<file path="config.mk">
export PLATFORM = sky130hd
export DESIGN_NAME = hex_scan_ctrl
export DESIGN_NICKNAME = d
export VERILOG_FILES = /design/src/rtl/hex_disp_pkg.sv /design/src/rtl/scan_tick_gen.sv /design/src/rtl/hex_scan_ctrl.sv
export SDC_FILE = /design/constraint.sdc
export NUM_CORES = 1
export LEC_CHECK = 0
export ABC_AREA = 1
export BUFFER_PORTS_ARGS = -buffer_cell sky130_fd_sc_hd__buf_2
export CAP_MARGIN = 20
export CORE_ASPECT_RATIO = 0.75
export CORE_UTILIZATION = 29
export CTS_CLUSTER_DIAMETER = 80
export DETAILED_ROUTE_END_ITERATION = 16
export GPL_TIMING_DRIVEN = 0
export SKIP_LAST_GASP = 1
export SYNTH_ARGS = -nofsm -noshare
export SYNTH_HDL_FRONTEND = slang
export SYNTH_SLANG_ARGS = --single-unit
</file>
<file path="constraint.sdc">
create_clock -name Clk -period 1.77 [get_ports Clk]
set_input_delay 0.2655 -clock Clk [delete_from_list [all_inputs] [get_ports Clk]]
set_output_delay 0.2655 -clock Clk [all_outputs]
set_load 0.02 [all_outputs]
</file>
<file path="src/rtl/hex_disp_pkg.sv">
// Shared constants and types for the multiplexed hex display scanner.
package hex_disp_pkg;

    localparam int unsigned NUM_DIGITS = 4;
    localparam int unsigned NIBBLE_W   = 4;
    localparam int unsigned DISP_W     = NUM_DIGITS * NIBBLE_W;

    // Load handshake state: EMPTY accepts a word, PENDING waits for frame wrap.
    typedef enum logic {
        EMPTY   = 1'b0,
        PENDING = 1'b1
    } load_state_e;

endpackage

</file>
<file path="src/rtl/scan_tick_gen.sv">
// Free-running prescaler: counts 0..SCAN_DIV-1 and flags the last count as a tick.
module scan_tick_gen #(
    parameter int unsigned SCAN_DIV = 1000
) (
    input  logic clk_i,
    input  logic rst_i,
    output logic tick_o
);

    localparam logic [15:0] LastCnt = 16'(SCAN_DIV - 1);

    logic [15:0] cnt_q, cnt_d;

    assign tick_o = (cnt_q == LastCnt);

    // Wrap to zero on the tick cycle, otherwise count up.
    always_comb begin
        cnt_d = tick_o ? 16'd0 : cnt_q + 16'd1;
    end

    // Prescaler register.
    always_ff @(posedge clk_i or posedge rst_i) begin
        if (rst_i) begin
            cnt_q <= 16'd0;
        end else begin
            cnt_q <= cnt_d;
        end
    end

endmodule

</file>
<file path="src/rtl/hex_scan_ctrl.sv">
// Four-digit hex display scanner with a one-word shadow load handshake.
// The display word only changes at frame wrap so a frame never mixes two words.
// Optional leading-zero blanking is built when HEX_LZB_EN is defined.
module hex_scan_ctrl
    import hex_disp_pkg::*;
#(
    parameter int unsigned SCAN_DIV = 1000
) (
    input  logic              Clk,
    input  logic              Reset,
    input  logic              ld_valid,
    input  logic [DISP_W-1:0] ld_data,
    output logic              ld_ready,
    output logic [NIBBLE_W-1:0] nibble,
    output logic [NUM_DIGITS-1:0] digit_sel,
    output logic              blank
);

    logic              tick;
    logic              frame_wrap;
    logic [1:0]        idx_q, idx_d;
    logic [DISP_W-1:0] display_q, display_d;
    logic [DISP_W-1:0] shadow_q, shadow_d;
    load_state_e       state_q, state_d;

    scan_tick_gen #(
        .SCAN_DIV (SCAN_DIV)
    ) u_scan_tick_gen (
        .clk_i  (Clk),
        .rst_i  (Reset),
        .tick_o (tick)
    );

    assign frame_wrap = tick && (idx_q == 2'd3);
    assign ld_ready   = (state_q == EMPTY);

    // Next-state: digit index, load FSM, shadow capture and frame-aligned commit.
    always_comb begin
        idx_d     = tick ? idx_q + 2'd1 : idx_q;
        state_d   = state_q;
        shadow_d  = shadow_q;
        display_d = display_q;
        unique case (state_q)
            EMPTY: begin
                // A load taken on the wrap cycle waits for the following wrap.
                if (ld_valid) begin
                    shadow_d = ld_data;
                    state_d  = PENDING;
                end
            end
            PENDING: begin
                if (frame_wrap) begin
                    display_d = shadow_q;
                    state_d   = EMPTY;
                end
            end
            default: state_d = EMPTY;
        endcase
    end

    // State registers.
    always_ff @(posedge Clk or posedge Reset) begin
        if (Reset) begin
            idx_q     <= 2'd0;
            state_q   <= EMPTY;
            shadow_q  <= '0;
            display_q <= '0;
        end else begin
            idx_q     <= idx_d;
            state_q   <= state_d;
            shadow_q  <= shadow_d;
            display_q <= display_d;
        end
    end

    assign nibble = display_q[{idx_q, 2'b00} +: NIBBLE_W];

`ifdef HEX_LZB_EN
    // Digit k is blanked when digits k..3 are all zero; digit 0 always shows.
    always_comb begin
        blank = 1'b0;
        unique case (idx_q)
            2'd0: blank = 1'b0;
            2'd1: blank = (display_q[15:4] == 12'h000);
            2'd2: blank = (display_q[15:8] == 8'h00);
            2'd3: blank = (display_q[15:12] == 4'h0);
            default: blank = 1'b0;
        endcase
    end
`else
    assign blank = 1'b0;
`endif

    // Active-low one-hot enable, all off while the digit is blanked.
    always_comb begin
        digit_sel = blank ? 4'b1111 : ~(4'b0001 << idx_q);
    end

endmodule

</file>
* Word-level counts from Yosys, hierarchy flattened
Index checks and enable logic that the tools add are counted.
** Storage, ports and cells
- Output and inout bits :: 10
- Bits in registers :: 51
- Word-level logic and storage cells :: 20
** Cells by class
- Muxes and demuxes :: 4
- Shift-type cells :: 2
- Bitwise operators :: 2
- $add $sub $neg :: 2
- Reductions and logical operators :: 3
- Eq/ne operators :: 2
** Operators by type and width (number)
- 16-bit by 1-bit adder with 16-bit output (second input constant) :: 1
- 16-bit by 10-bit == test with 1-bit output (second input constant) :: 1
- 16-bit 2-to-1 mux :: 1
- 16-bit by 5-bit indexed part select with 4-bit output :: 1
- 4-bit NOT :: 1
- 2-bit AND reduction :: 2
- 1-bit by 2-bit << shifter with 4-bit output (first input constant) :: 1
- 2-bit by 1-bit adder with 2-bit output (second input constant) :: 1
- 2-bit == test (second input constant) :: 1
- 1-bit 2-to-1 mux :: 2
- 1-bit case mux with 2 select lines :: 1
- 1-bit logical AND :: 1
- 1-bit NOT :: 1

* Logic depth before layout (Yosys ltp)
Gate-level depths: netlist of run 1.
- Word-level depth :: 4
- Gate-level depth with buffers :: 9
- Depth with buffers taken out :: 9

* By module
From an unflattened synthesis of run 1, not the netlist that was laid out.
** Unflattened totals
- Cell total of the unflattened synthesis :: 344
- Area total of the unflattened synthesis :: 2577.5 sq um
** By module, submodules not included
- hex_scan_ctrl :: sequential area each 875.8 sq um, times used 1, area an instance 1665.3 sq um, cells each 206
- scan_tick_gen :: sequential area each 400.4 sq um, times used 1, area an instance 912.1 sq um, cells each 138

* Worst setup path before layout of run 1
Ideal clock, no wire load.
- Path kind :: register to register
- Start point :: reg u_scan_tick_gen.cnt_q[0]
- End point :: reg display_q[0]
- Arrival :: 1278 ps
- Data required time :: 1653 ps
- Stages on the path, launching flop included :: 10
- Buffers on the path :: 1
- Path slack :: 375 ps
- Path through :: dfrtp_1 > ha_1 > nand2_2 > clkinv_2 > nand2_4 > nor2_8 > nand3_4 > buf_6 > nand2_1 > nand2_1
** Between the ends
- Longest elaborated chain between the ends :: 3
** RTL lines
- start: declaration :: RTL line scan_tick_gen.sv:12 : logic [15:0] cnt_q, cnt_d;
- start signal: assignment :: RTL line scan_tick_gen.sv:26 : cnt_q <= cnt_d;
- 16-bit by 10-bit == test with 1-bit output :: RTL line scan_tick_gen.sv:14 : assign tick_o = (cnt_q == LastCnt);
- 1-bit logical AND :: RTL line hex_scan_ctrl.sv:34 : assign frame_wrap = tick && (idx_q == 2'd3);
- 2-bit AND reduction (no line)
- end signal: assignment :: RTL line hex_scan_ctrl.sv:72 : display_q <= display_d;
- end: declaration :: RTL line hex_scan_ctrl.sv:22 : logic [DISP_W-1:0] display_q, display_d;
Every way passes these cells.
A chain may end at the register's enable or synchronous reset.

* Final worst setup path of run 1
- Start point :: reg idx_q[1]
- End point :: out nibble[3]
** Between the ends
- Longest elaborated chain between the ends :: 1
** RTL lines
- start: declaration :: RTL line hex_scan_ctrl.sv:21 : logic [1:0] idx_q, idx_d;
- start signal: assignment :: RTL line hex_scan_ctrl.sv:69 : idx_q <= idx_d;
- 16-bit by 5-bit indexed part select with 4-bit output :: RTL line hex_scan_ctrl.sv:76 : assign nibble = display_q[{idx_q, 2'b00} +: NIBBLE_W];
- end: declaration :: RTL line hex_scan_ctrl.sv:14 : output logic [NIBBLE_W-1:0] nibble,
Every way passes these cells.

==> results.rst, run 1 <==
.. list-table::
   :header-rows: 1

   * - Metric
     - Value
   * - Port-buffer cells
     - 27
   * - Period utilisation layout
     - 94.11%
   * - Final Max Slew Viols
     - 0
   * - Cell count after placement
     - 419
   * - Hold Fails Final Rpt
     - 0
   * - Area contributors post-synth
     - dfrtp_1 50%, nand2_1 11%, mux2_2 7.1%, nor2_1 5.9%, nand4_1 5.7%
   * - Die area
     - 0.009097 mm^2
   * - Antenna-violating nets left
     - 0
   * - Gpl congestion
     - 0.8696
   * - Sum of negative setup slack
     - 0 ps
   * - Netlist area before placement
     - 0.002527 mm^2
   * - Arrival time of data at the critical path endpoint
     - 1400 ps
   * - Count of placed standard cells in the final layout, fillers left out
     - 428
   * - Launch point of the critical path
     - idx_q[1]
   * - Maximum number of pins on one net before global-route repair
     - 35
   * - Dominant delay contributor by cell family on the critical path
     - flip-flops
   * - CTS buffer count
     - 5
   * - Fraction of layout instances using a drive strength above 1
     - 24.06%
   * - Number of H-tree branching levels
     - 2
   * - Routed wirelength normalized by instance count
     - 12.56 um
   * - Nature of the critical path endpoint
     - output pin
   * - Share of synthesized registers carrying an async set or reset
     - 100.0%
   * - Count of state elements after synthesis
     - 51
   * - Post-CTS setup buffers
     - 0
   * - Max-capacitance violation count
     - 0
   * - Core footprint
     - 0.008454 mm^2
   * - Endpoint of the most critical setup path
     - nibble[3]
   * - R2r worst-path depth
     - 6
   * - Combined global-route utilization of all metal layers
     - 13.14%
   * - Die extent in x
     - 109.8 um
   * - Total routed wirelength
     - 5375 um
   * - Initial Util
     - 29.89%
   * - Startpoint Class
     - flip-flop
   * - Net Count, Synth
     - 307
   * - DRC errors left
     - 0
   * - First-pass GRT wire length
     - 9252 um
   * - EDFF count, synth
     - 0
   * - Standard-cell row count
     - 29
   * - Clock sink count
     - 51
   * - FMAX
     - 0.6003 GHz
   * - Y dimension of the die
     - 82.85 um
   * - HPWL after DPL
     - 4044 um
   * - Number of warnings issued by yosys
     - 0
   * - Library cell used as clock root buffer
     - clkbuf_16
   * - Series of cell instances along the critical path
     - inv_2 > o21ai_0 > o22ai_1 > buf_2
   * - Synth unique cells
     - 28
   * - Leading cell type by number of instances after synthesis
     - nand2_1
   * - Outcome
     - completed
   * - Slowest cell on crit path
     - dfrtp_1
   * - CTS clk-pin slew, worst paths
     - 70 ps
   * - Most frequent cells after synthesis
     - 71 x nand2_1, 51 x dfrtp_1, 40 x nor2_1, 24 x inv_1, 23 x nand4_1
   * - Total congestion overflow
     - 0
   * - Skew-Pair Late Insertion Delay
     - 290 ps
   * - Maximum number of buffers from clock root to sink
     - 2
   * - Via count of the first global-routing pass
     - 1882
   * - Post-layout min period
     - 1666 ps
   * - Number of logic stages on the critical path including buffering
     - 4
   * - Antenna cell count
     - 0
   * - First drt pass iteration count
     - 4
   * - Number of instances in the synthesized netlist
     - 283
   * - DR vias/cell
     - 4.579
   * - Reg-to-reg endpoint
     - display_q[4]
   * - Growth of design area from synthesis to finish
     - 18.42%
   * - Power per Cell Area
     - 775.2 mW/mm^2
   * - Cell leakage power
     - 1.556 nW
   * - Kind of critical path
     - flip-flop to output pin
   * - CP peak stage delay
     - 480 ps
   * - Combined buffer and inverter count along the critical path
     - 2
   * - Fraction of the core area covered by cells at the end of the flow
     - 35.40%
   * - Initial antenna violation count
     - 0
   * - Count of nets after finishing
     - 343
   * - Path type of the worst min-delay path
     - input port to flip-flop
   * - Largest driver fanout on the critical path
     - 8
   * - Register area share after synthesis
     - 50.50%
   * - Cell type with the highest aggregate area in the netlist
     - dfrtp_1
   * - Predominant post-synthesis flop cell
     - dfrtp_1
   * - R2R Setup Slk
     - 160 ps
   * - Number of fill cells
     - 871
   * - Final setup vio count
     - 0
   * - Number of DRC markers in iteration 0
     - 152
   * - Clock tree from TritonCTS
     - done
   * - R2R Path Start
     - idx_q[1]
   * - RSZ-0062 raised after global routing
     - no
   * - Worst clock skew
     - 7.367 ps
   * - Total I/O pin count
     - 29
   * - Total via count after detailed routing
     - 1960
   * - Average instance area after synthesis
     - 8.931 um^2
   * - Required time reported for the critical path endpoint
     - 1500 ps
   * - Post-synth top area share
     - 50.50%
   * - Largest vdd supply drop
     - 447.6 uV
-- timing repair --
item / 4_1_cts / 5_1_grt
hold endpoints to repair: 17 / 0
hold buffers: 1 / 0
gates resized for setup: 4 / 3
cloned: 0 / 0
setup endpoints to repair: 6 / 12
-- how the worst min path moves through the flow --
stage                              from            end  slack, ps  depth (start not counted)
after floorplan             ld_data[10]   shadow_q[10]        420                          1
after CTS                    ld_data[6]    shadow_q[6]        200                          2
after detailed placement          Reset   shadow_q[11]        280                          2
final                        ld_data[6]    shadow_q[6]        200                          2
after global routing         ld_data[6]    shadow_q[6]        200                          2
after global placement    display_q[10]  display_q[10]        450                          2
-- cell type report --
class | count | area, um^2 | area share, %
tap | 108 | 135.1 | 4.515
multi-input combinational | 193 | 1082 | 36.16
buffer | 7 | 55.05 | 1.839
clock inverter | 3 | 27.53 | 0.9197
inverter | 32 | 126.4 | 4.222
timing repair buffer | 29 | 165.2 | 5.518
sequential | 51 | 1276 | 42.64
clock buffer | 5 | 125.1 | 4.181
-- per-stage QoR --
stage	hold slack (ps)	instance area [um^2]	power [mW]	setup WS, ps
after floorplan	416.1	2527	1.301	275.0
after global placement	452.1	2798	1.338	-427.6
after detailed placement	276.4	2818	1.347	81.41
after CTS	196.7	2988	2.343	39.00
after global routing	196.4	2993	2.408	15.94
final	198.7	2993	2.320	104.3
-- cell usage in the layout, fill, tap and decap left out, types with 3 or more instances in the layout --
master	instances
nand2_1	71
dfrtp_1	51
nor2_1	40
buf_2	28
nand4_1	23
inv_1	22
mux2_2	16
nand3_1	8
o21ai_0	8
inv_2	7
xor2_1	5
ha_1	5
clkbuf_16	5
o22ai_1	4
buf_4	3
-- per-layer routing --
metal  vias to the layer above  share of wire (%)  track usage (%)
met3                         7                4.9            3.061
met2                        39                 41            17.05
li1                        990                  -                -
met4                         0                1.6            5.091
met5                         -                  0                0
met1                       924                 52            20.55
-- report_power, final --
part           internal, mW  switching (mW)  total, mW
clock                 0.537           0.461      0.998
sequential             1.21          0.0230       1.23
combinational        0.0510          0.0412     0.0922
total                  1.79           0.525       2.32
-- sequential cells by signal, summed over array words and instances, names as in the netlist --
register / cells
shadow_q: 16
state_q: 1
u_scan_tick_gen.cnt_q: 16
idx_q: 2
display_q: 16
-- cell families (layout without fill, tap and decap cells) --
kind of cell	count (synthesis)	count (layout)	share of synthesized area, %
buf+inv	39	76	6.683
fa+ha+maj	5	5	2.475
other cells	1	1	0.1484
mux	16	16	7.129
compound gates	12	12	2.574
xor+xnor	7	7	2.426
flops	51	51	50.49
simple gates	152	152	28.07
No activity file was read; power rests on OpenSTA's default activity.
==> run 2, diff against run 1 <==
Settings changed: REMOVE_ABC_BUFFERS set to 1.
==> run 2 against run 1 <==
  * Combinational power down 5.2%
  * Cell count down 0.70%
  * Core utilization down 0.089 points
  * Via count down 0.46%
  * Sequential share of layout area up 0.15 points
  * Clock power up 11%
  * Count of clock-buffer cells in the layout up 1
  * Critical path type unchanged
  * Largest power group unchanged
  * Highest routed layer unchanged
==> results.rst, run 2 (synthesis results as in run 1) <==
.. list-table::
   :header-rows: 1

   * - Metric
     - Value
   * - Most frequent standard cell in the layout excluding fill and tap cells
     - nand2_1
   * - CTS clk-pin slew, worst paths
     - 60 ps (about the same)
   * - Max-capacitance violation count
     - 0 (unchanged)
   * - Skew-Pair Late Insertion Delay
     - 290 ps (about the same)
   * - Nature of the critical path endpoint
     - output pin
   * - Core footprint
     - 0.008454 mm^2 (unchanged)
   * - Number of fill cells
     - 883 (+1.4%)
   * - Largest driver fanout on the critical path
     - 8 (unchanged)
   * - Overall power
     - 2.428 mW (+4.6%)
   * - Routed wirelength normalized by instance count
     - 12.27 um (-2.3%)
   * - Final Max Slew Viols
     - 0 (unchanged)
   * - Antenna-violating nets left
     - 0 (unchanged)
   * - Startpoint Class
     - flip-flop
   * - Via count of the first global-routing pass
     - 1888 (+0.32%)
   * - Total of hold buffers inserted after clock tree synthesis
     - 0 (-1)
   * - Fraction of layout instances using a drive strength above 1
     - 24.29% (+0.23 points)
   * - First drt pass iteration count
     - 4 (unchanged)
   * - Headroom to the max-slew limit
     - 55.63%
   * - Arrival time of data at the critical path endpoint
     - 1380 ps (-20 ps)
   * - Fraction of the core area covered by cells at the end of the flow
     - 35.31% (-0.089 points)
   * - Worst clock skew
     - 3.817 ps (-3.550 ps)
   * - Hold Fails Final Rpt
     - 0 (unchanged)
   * - Maximum number of pins on one net before global-route repair
     - 29 (-17%)
   * - Power per Cell Area
     - 813.2 mW/mm^2 (+4.9%)
   * - Gpl congestion
     - 0.8872 (+2.0%)
   * - Combined global-route utilization of all metal layers
     - 12.70% (-0.43 points)
   * - FMAX
     - 0.6081 GHz (+1.3%)
   * - HPWL after DPL
     - 3782 um (-6.5%)
   * - Clock sink count
     - 51 (unchanged)
   * - Total routed wirelength
     - 5215 um (-3.0%)
   * - R2r worst-path depth
     - 8 (+2)
   * - Path type of the worst min-delay path
     - input port to asynchronous set/reset pin
   * - Initial Util
     - 29.89% (unchanged)
   * - Seq. cell area
     - 0.001277 mm^2 (about the same)
   * - Leading cell types in the layout, fill and taps excluded
     - 71 x nand2_1, 50 x dfrtp_1, 40 x nor2_1
   * - Total I/O pin count
     - 29 (unchanged)
   * - Largest registers
     - display_q x16, shadow_q x16, u_scan_tick_gen.cnt_q x16
   * - Growth of design area from synthesis to finish
     - 18.12%
   * - Maximum number of buffers from clock root to sink
     - 2 (unchanged)
   * - Count of nets after finishing
     - 340 (-0.87%)
   * - DRC errors left
     - 0 (unchanged)
   * - Number of H-tree branching levels
     - 2 (unchanged)
   * - First-pass GRT wire length
     - 8907 um (-3.7%)
   * - Count of placed standard cells in the final layout, fillers left out
     - 425 (-0.70%)
   * - Cell leakage power
     - 1.562 nW (+0.38%)
   * - Number of DRC markers in iteration 0
     - 147 (-3.3%)
   * - Total congestion overflow
     - 0 (unchanged)
   * - Die extent in x
     - 109.8 um (unchanged)
   * - Reg-to-reg endpoint
     - display_q[8]
   * - Required time reported for the critical path endpoint
     - 1500 ps (about the same)
   * - Largest vdd supply drop
     - 379.4 uV (-15%)
   * - Clock tree from TritonCTS
     - done
   * - Area used by multi-input combinational logic
     - 0.001082 mm^2 (unchanged)
   * - Antenna cell count
     - 0 (unchanged)
   * - Initial antenna violation count
     - 0 (unchanged)
   * - Port-buffer cells
     - 27 (unchanged)
   * - Outcome
     - completed
   * - RSZ-0062 raised after global routing
     - yes
   * - Library cell used as clock root buffer
     - clkbuf_16
   * - Cell count after placement
     - 412 (-1.7%)
   * - R2R Setup Slk
     - 140 ps (-20 ps)
   * - Die area
     - 0.009097 mm^2 (unchanged)
   * - Kind of critical path
     - flip-flop to output pin
   * - Final setup vio count
     - 0 (unchanged)
   * - Period utilisation layout
     - 92.90% (-1.2 points)
   * - Post-layout min period
     - 1644 ps (-21.31 ps)
   * - CTS buffer count
     - 5 (unchanged)
   * - R2R Path Start
     - u_scan_tick_gen.cnt_q[0]
   * - Worst Tran Pin Value
     - 663.9 ps
   * - DR vias/cell
     - 4.591 (+0.24%)
   * - Y dimension of the die
     - 82.85 um (unchanged)
   * - Total via count after detailed routing
     - 1951 (-0.46%)
   * - Standard-cell row count
     - 29 (unchanged)
run 2: final cells by class:
cell class / count / share of cell area, %
sequential: 51 / 42.79
multi-input combinational: 193 / 36.25
timing repair buffer: 33 / 6.454
clock buffer: 6 / 4.652
tap: 108 / 4.526
inverter: 32 / 4.149
clock inverter: 2 / 1.174
run 2: critical path, stage by stage (launching register included):
cell and delay, ps:
dfrtp_1 490, inv_2 160, o21ai_0 110, o22ai_1 140, buf_2 190
run 2: stage by stage:
| step | hold slack, ps | setup TNS, ps | instance area, um^2 | worst slack [ps] |
|---|---|---|---|---|
| finish | 17.66 | 0 | 2985 | 125.6 |
| CTS | 39.80 | 0 | 2948 | 17.58 |
| global placement | 454.3 | -25420 | 2750 | -454.7 |
| detailed placement | 349.7 | -2638 | 2770 | -168.1 |
| floorplan | 416.1 | 0 | 2480 | 273.2 |
| global route | 57.46 | -73.67 | 2985 | -15.91 |
run 2: layer usage:
layer / vias to the layer above / global-route usage [%] / share of wire, %
li1: 982 / - / -
met1: 918 / 18.81 / 52
met2: 44 / 17.78 / 42
met3: 7 / 2.747 / 4.2
met4: 0 / 5.091 / 1.6
met5: - / 0 / 0
run 2: worst max-delay path by stage:
stage,start,to,cells after the start
2_1_floorplan,Reset,display_q[0],1
3_3_place_gp,Reset,shadow_q[2],2
3_5_place_dp,idx_q[0],display_q[8],6
4_1_cts,idx_q[0],digit_sel[0],4
5_1_grt,u_scan_tick_gen.cnt_q[0],display_q[1],8
6_report,idx_q[1],nibble[3],4
run 2: power by group:
group,switching (mW),leakage [nW],internal (mW)
combinational,0.0395,0.809,0.0479
clock,0.408,0.0868,0.703
sequential,0.0218,0.666,1.21
run 2: repair_timing:
action	4_1_cts	5_1_grt
hold endpoints to repair	0	0
gates resized for setup	3	1
pin swaps	0	2
setup buffers	0	5
endpoints found under the setup margin	23	24
